`config.mk`:
```
export PLATFORM = sky130hd
export DESIGN_NAME = kf8237_channel_programmer
export DESIGN_NICKNAME = d
export VERILOG_FILES = /design/src/rtl/kf8237_channel_programmer.sv
export SDC_FILE = /design/constraint.sdc
export NUM_CORES = 1
export LEC_CHECK = 0
export CAP_MARGIN = 20
export CELL_PAD_IN_SITES_DETAIL_PLACEMENT = 1
export CELL_PAD_IN_SITES_GLOBAL_PLACEMENT = 1
export CORE_MARGIN = 3
export CORE_UTILIZATION = 38
export CTS_CLUSTER_DIAMETER = 50
export CTS_CLUSTER_SIZE = 14
export DETAILED_ROUTE_END_ITERATION = 8
export HOLD_SLACK_MARGIN = 0.15
export PLACE_DENSITY = 0.83
export SYNTH_ARGS = -nofsm -noshare
export SYNTH_HDL_FRONTEND = slang
export SYNTH_SLANG_ARGS = --single-unit
```
`constraint.sdc`:
```
create_clock -name clock -period 3 [get_ports clock]
set_clock_uncertainty 0.2 [all_clocks]
set_input_delay 0.6 -clock clock [delete_from_list [all_inputs] [get_ports clock]]
set_output_delay 0.6 -clock clock [all_outputs]
set_load 0.05 [all_outputs]
```
`src/rtl/kf8237_channel_programmer.sv`:
```
// Programs one KF8237 channel (mask, clrff, mode, addr, count, page, unmask) from a single start request.
// Latency: one cycle per step with io_ready high; done pulses the cycle after the last step.
// Backpressure: each bus step holds its strobe/address/data until io_ready; optional readback via KF8237_PROGRAMMER_READBACK_EN.
module kf8237_channel_programmer #(
    parameter bit UNMASK_ON_DONE = 1'b1,
    parameter bit PAGE_ENABLE    = 1'b1
) (
    input  logic        clock,
    input  logic        reset,
    input  logic        start,
    input  logic [1:0]  channel,
    input  logic [5:0]  mode,
    input  logic [15:0] address,
    input  logic [15:0] word_count,
    input  logic [7:0]  page,
    output logic        busy,
    output logic        done,
    output logic        verify_error,
    output logic [3:0]  io_address,
    output logic [7:0]  io_data_out,
    output logic        io_write,
    output logic        io_read,
    input  logic [7:0]  io_data_in,
    input  logic        io_ready,
    output logic        page_write,
    output logic [1:0]  page_channel,
    output logic [7:0]  page_data
);

    localparam logic [3:0] S_IDLE   = 4'd0;
    localparam logic [3:0] S_MASK   = 4'd1;
    localparam logic [3:0] S_CLRFF  = 4'd2;
    localparam logic [3:0] S_MODE   = 4'd3;
    localparam logic [3:0] S_ADLO   = 4'd4;
    localparam logic [3:0] S_ADHI   = 4'd5;
    localparam logic [3:0] S_CNLO   = 4'd6;
    localparam logic [3:0] S_CNHI   = 4'd7;
    localparam logic [3:0] S_PAGE   = 4'd8;
    localparam logic [3:0] S_UNMASK = 4'd9;
`ifdef KF8237_PROGRAMMER_READBACK_EN
    localparam logic [3:0] S_RBCLR  = 4'd10;
    localparam logic [3:0] S_RALO   = 4'd11;
    localparam logic [3:0] S_RAHI   = 4'd12;
    localparam logic [3:0] S_RCLO   = 4'd13;
    localparam logic [3:0] S_RCHI   = 4'd14;
`endif

    // Disabled steps are folded out of the successor chain so they cost no cycles.
    localparam logic [3:0] S_AFTER_PAGE = UNMASK_ON_DONE ? S_UNMASK : S_IDLE;
    localparam logic [3:0] S_AFTER_READ = PAGE_ENABLE ? S_PAGE : S_AFTER_PAGE;
`ifdef KF8237_PROGRAMMER_READBACK_EN
    localparam logic [3:0] S_AFTER_CNHI = S_RBCLR;
`else
    localparam logic [3:0] S_AFTER_CNHI = S_AFTER_READ;
`endif

    logic [3:0]  state;
    logic [3:0]  step_next;
    logic [3:0]  nxt;
    logic [1:0]  ch_q;
    logic [5:0]  mode_q;
    logic [15:0] addr_q;
    logic [15:0] cnt_q;
    logic [7:0]  page_q;
    logic        rd_strobe;
    logic [7:0]  rd_expect;
    logic        accept;

    assign busy         = (state != S_IDLE);
    assign accept       = (state == S_IDLE) && start;
    assign page_write   = (state == S_PAGE);
    assign page_channel = ch_q;
    assign page_data    = page_q;

    always_comb begin
        io_address  = 4'h0;
        io_data_out = 8'h00;
        io_write    = 1'b0;
        rd_strobe   = 1'b0;
        rd_expect   = 8'h00;
        step_next   = state;
        case (state)
            S_IDLE:   step_next = start ? S_MASK : S_IDLE;
            S_MASK: begin
                io_address  = 4'hA;
                io_data_out = {5'b0, 1'b1, ch_q};
                io_write    = 1'b1;
                step_next   = S_CLRFF;
            end
            S_CLRFF: begin
                io_address  = 4'hC;
                io_write    = 1'b1;
                step_next   = S_MODE;
            end
            S_MODE: begin
                io_address  = 4'hB;
                io_data_out = {mode_q, ch_q};
                io_write    = 1'b1;
                step_next   = S_ADLO;
            end
            S_ADLO: begin
                io_address  = {1'b0, ch_q, 1'b0};
                io_data_out = addr_q[7:0];
                io_write    = 1'b1;
                step_next   = S_ADHI;
            end
            S_ADHI: begin
                io_address  = {1'b0, ch_q, 1'b0};
                io_data_out = addr_q[15:8];
                io_write    = 1'b1;
                step_next   = S_CNLO;
            end
            S_CNLO: begin
                io_address  = {1'b0, ch_q, 1'b1};
                io_data_out = cnt_q[7:0];
                io_write    = 1'b1;
                step_next   = S_CNHI;
            end
            S_CNHI: begin
                io_address  = {1'b0, ch_q, 1'b1};
                io_data_out = cnt_q[15:8];
                io_write    = 1'b1;
                step_next   = S_AFTER_CNHI;
            end
`ifdef KF8237_PROGRAMMER_READBACK_EN
            // Second pointer clear: the readback pairs must start on the low byte.
            S_RBCLR: begin
                io_address  = 4'hC;
                io_write    = 1'b1;
                step_next   = S_RALO;
            end
            S_RALO: begin
                io_address  = {1'b0, ch_q, 1'b0};
                rd_strobe   = 1'b1;
                rd_expect   = addr_q[7:0];
                step_next   = S_RAHI;
            end
            S_RAHI: begin
                io_address  = {1'b0, ch_q, 1'b0};
                rd_strobe   = 1'b1;
                rd_expect   = addr_q[15:8];
                step_next   = S_RCLO;
            end
            S_RCLO: begin
                io_address  = {1'b0, ch_q, 1'b1};
                rd_strobe   = 1'b1;
                rd_expect   = cnt_q[7:0];
                step_next   = S_RCHI;
            end
            S_RCHI: begin
                io_address  = {1'b0, ch_q, 1'b1};
                rd_strobe   = 1'b1;
                rd_expect   = cnt_q[15:8];
                step_next   = S_AFTER_READ;
            end
`endif
            S_PAGE:   step_next = S_AFTER_PAGE;
            S_UNMASK: begin
                io_address  = 4'hA;
                io_data_out = {6'b0, ch_q};
                io_write    = 1'b1;
                step_next   = S_IDLE;
            end
            default:  step_next = S_IDLE;
        endcase
    end

    // A bus step only advances on a posedge where the slave accepts it.
    assign nxt = ((io_write || rd_strobe) && !io_ready) ? state : step_next;

    always_ff @(posedge clock or negedge reset) begin
        if (!reset) begin
            state  <= S_IDLE;
            done   <= 1'b0;
            ch_q   <= 2'b0;
            mode_q <= 6'b0;
            addr_q <= 16'h0;
            cnt_q  <= 16'h0;
            page_q <= 8'h0;
        end else begin
            state <= nxt;
            done  <= (state != S_IDLE) && (nxt == S_IDLE);
            if (accept) begin
                ch_q   <= channel;
                mode_q <= mode;
                addr_q <= address;
                cnt_q  <= word_count;
                page_q <= page;
            end
        end
    end

`ifdef KF8237_PROGRAMMER_READBACK_EN
    logic verr_q;

    always_ff @(posedge clock or negedge reset) begin
        if (!reset) begin
            verr_q <= 1'b0;
        end else if (accept) begin
            verr_q <= 1'b0;
        end else if (rd_strobe && io_ready && (io_data_in != rd_expect)) begin
            verr_q <= 1'b1;
        end
    end

    assign io_read      = rd_strobe;
    assign verify_error = verr_q;
`else
    logic unused_rd;

    assign unused_rd    = ^{io_data_in, rd_expect, rd_strobe};
    assign io_read      = 1'b0;
    assign verify_error = 1'b0;
`endif

endmodule

```
After elaboration in Yosys (flattened, before gate mapping)
Cells that the tools add are included.

operators by class
  eq/ne operators = 9
  muxes and demuxes = 6
  reduce and logical (&&, ||, !) cells = 11

operator list
  kind                number
  $pmux 8 s7          1
  $pmux 4 s9          1
  $pmux 4 s5          1
  $eq 4x3->1 const B  4
  $eq 4x2->1 const B  2
  $eq 4x4->1 const B  2
  $logic_not 4->1     2
  $reduce_or 8->1     1
  $reduce_or 2->1     3
  $eq 4x1->1 const B  1
  $mux 4              1
  $reduce_bool 4->1   1
  $logic_and 1x1->1   3
  $mux 1              2
  $logic_not 1->1     1

storage, ports and cells
  register bits = 53
  bits of input ports = 60
  word-level logic and storage cells = 33

Longest topological paths before layout
Gate-level depths: netlist of run 1.

  word-level depth = 7
  depth in mapped cells = 6
  mapped depth without buffers = 3

Worst setup path before layout of run 1
Ideal clock, no wire load.

  path kind = register to output
  start point = register state[2]
  end point = output io_data_out[3]
  arrival = 1.792 ns
  setup slack = 0.408 ns
  cell stages (with the launch flop) = 5
  path buffers = 1
  cells stage by stage = dfrtp_1 -> buf_2 -> nor2b_1 -> a22oi_1 -> o2bb2ai_1

between the ends
  word-level cells in the longest chain between the ends = 2
  elaborated cells on any way between the ends = 8
  those cells by class = eq/ne (7); mux (1)

RTL lines
  what                                      RTL line  source
  start: declaration                        57        logic [3:0] state;
  start signal: assignment                  181       state <= nxt;
  $eq 4x4->1, or another cell as far along  82        case (state)
  $pmux 8 s7 *                              82
  end: declaration                          20        output logic [7:0] io_data_out,

Every way passes the cells marked *; elsewhere a longest branch is shown, timed or not.

Worst setup path after layout of run 1
  start point = register state[1]
  end point = output io_data_out[3]

Same word-level chain as after synthesis.

==> results of run 1 <==
[synthesized netlist by cell type, drive strengths merged (2+ instances only)]
master | number | area, µm²
clkbuf | 2 | 7.51
mux2 | 48 | 616
o2bb2ai | 5 | 43.8
a22oi | 6 | 45.0
mux2i | 6 | 60.1
mux4 | 2 | 45.0
a22o | 2 | 17.5
inv | 2 | 7.51
nand2 | 5 | 18.8
nor2b | 2 | 12.5
a21o | 2 | 15.0
dfrtp | 53 | 1330
nand2b | 3 | 18.8
xor2 | 2 | 17.5
nor2 | 8 | 53.8
nand3 | 8 | 45.0
buf | 14 | 100
o21ai | 7 | 35.0
[cell families (layout without fill, tap and decap cells)]
family                    Yosys count  in the layout  share of synthesized area, %
DFF                                53             53                          51.8
buffers and inverters              18             96                          4.49
muxes                              56             56                          28.1
other                               1              2                         0.146
and+or+nand+nor                    30             30                          6.89
xor gates and xnor gates            2              2                         0.684
AOI/OAI and AO/OA                  28             28                          7.87
[registers in the layout, indices dropped and copies added (netlist names)]
signal and cells:
page_channel 2, cnt_q 16, page_data 8, done 1, state 4, mode_q 6
addr_q 16
[per-layer routing]
layer	part of all wire, %	global-route usage (%)
met5	0	0
met4	1.2	3.71
met3	5.0	3.48
met2	49	26.8
met1	45	21.9
[report_power, final]
part	internal, W	switching [W]
clock network	0.000183	0.000226
registers	0.00107	0.000249
logic	0.00132	0.00152
[cells in the final DEF (no fill, tap or decap), types with 2 or more instances in the layout]
cell,n
clkdlybuf4s50_1,61
dfrtp_1,53
mux2_2,28
mux2_4,20
buf_4,14
buf_12,10
nand3_1,7
o21ai_0,7
nor2_1,6
a22oi_1,6
mux2i_1,6
clkbuf_8,6
nand2_1,5
o2bb2ai_1,5
nand2b_1,3
inv_1,2
nor2b_1,2
mux4_2,2
a22o_1,2
a21o_1,2
xor2_1,2
conb_1,2
[timing repair]
item	4_1_cts	5_1_grt
endpoints found under the hold margin	53	0
hold buffers	1	0
setup endpoints to repair	0	0
[cell type report]
| class | instances | share of cell area [%] |
|---|---|---|
| tap | 77 | 2.70 |
| timing repair buffer | 87 | 26.0 |
| multi-input combinational | 118 | 31.4 |
| inverter | 2 | 0.210 |
| clock inverter | 1 | 0.210 |
| clock buffer | 6 | 2.31 |
| sequential | 53 | 37.1 |
[stage by stage]
stage / worst slack (ns) / cell area, µm² / total power (W) / utilization, %
floorplan: 0.408 / 2560 / 0.00314 / -
CTS: 0.180 / 3570 / 0.00461 / 55.7
detailed placement: 0.518 / 3470 / 0.00419 / 54.1
global placement: 0.543 / 3470 / 0.00410 / 54.1
global route: 0.0392 / 3570 / 0.00483 / 55.7
finish: 0.193 / 3570 / 0.00457 / 55.7
[how the worst max path moves through the flow]
stage	startpoint	end	slack, ns	depth (start not counted)
after floorplan	state[2]	io_data_out[3]	0.41	4
after global placement	state[1]	io_data_out[6]	0.54	4
after detailed placement	state[1]	io_data_out[5]	0.52	4
after CTS	state[1]	io_data_out[3]	0.18	4
after global routing	state[1]	io_data_out[3]	0.04	4
final	state[1]	io_data_out[3]	0.19	4
==> impl_metrics.yaml, run 1 <==
clock_tree:
  ctsLongestPathBuffers: 2
  cts_setup_buffers: 0
  clk_pin_slew_ns: 0.09
  cts_tree: "done"
  clk_latency_ns: 0.30
  ctsResizeCount: 0
  root_buffer: "clkbuf_8"
  cts_buffers: 5
  h-tree-depth: 2
  clock-sinks: 53
setup_path:
  cp_top_family: "flip-flops"
  r2r_slack_ns: 0.93
  r2r_start: "state[0]"
  worstPathBufferInverterCount: 1
  r2r-end: "addr_q[7]"
  crit_fanout: 9
  cp_slowest_cell: "dfrtp_1"
  cp-end-kind: "output pin"
  arrival_ns: 2.01
  worstPathCellList: "nor2b_1 -> a22oi_1 -> o2bb2ai_1 -> buf_12"
  worst_path_largest_cell_delay_ns: 0.54
  r2r_cells: 5
  cp-start-kind: "flop"
  required_ns: 2.20
  path_class: "flop to output pin"
synth:
  ys_ff_latch: 53
  synth_edf_count: 0
  synth_top_flop_cell: "dfrtp_1"
  synth_area_per_cell_um2: 13.6
  syn_inst: 188
  netlist_area_um2: 2560
  synthArstFlopShare_pct: 100
  ys_types: 35
  ys_seq_area_share_pct: 51.8
  ys_warn_count: 0
cells_and_area:
  antenna_cells: 0
  layout-drive-gt1-share_pct: 31.8
  stdcell_count: 344
  final_nets: 327
  fillerInstances: 640
  area_growth_pct: 39.6
  multiInputGateArea_um2: 1120
  regArea_um2: 1330
timing:
  period_share_pct: 93.6
  holdWs_ns: 0.313
  worstMarginPinSlew_ns: 0.505
  finalSetupViolCount: 0
  slew_violations: 0
  tns_ns: 0
  grt_setup_unrepaired: "no"
  fmax_mhz: 356
  period_minus_slack_ns: 2.81
  hold_viol: 0
  max_slew_margin_pct: 66.2
route:
  drt-vias-per-instance: 5.22
  first_pass_iters: 4
  via_count: 1794
  wirelength_mm: 6.09
  postRouteAntennaNets: 0
  drc: 0
  first_iter_violations: 78
  wl_per_cell_um: 17.7
floorplan:
  die_y_um: 88.1
  dieArea_um2: 7760
  coreArea_um2: 6420
  die_w_um: 88.1
  io_pins: 88
  initial_utilization_pct: 39.9
  rows: 29
global_routing:
  grt_pass1_wl_mm: 9.65
  grt_remaining_overflow: 0
  first_global_vias: 1855
  grt_max_degree: 49
  antenna_found_initial: 0
  grtUsageTotal_pct: 16.2
worst_hold_path:
  min_path_cells: 1
  hp-class: "flop to flop"
  hold_path_end: "addr_q[6]"
  worstHoldStart: "addr_q[6]"
power_and_ir_drop:
  ir_worst_vdd_mv: 0.573
  power_leakage_nw: 1.61
  p_per_area_nw_per_um2: 1280
place:
  globalplace.congestion: 0.766
  port_buffers: 77
  dp_hpwl_mm: 4.56
  dp.cells: 336
flow_run:
  maxCapViolations: 0
outcome:
  status: "finished, final reports clean"
(Power assumes the default switching activity.)
==> run 2, diff against run 1 <==
Settings changed: CTS_CLUSTER_DIAMETER 50 to 200, SLEW_MARGIN from default to 10.
==> results of run 2 <==
No change in the layout: final DEF, timing and power equal those of run 1.
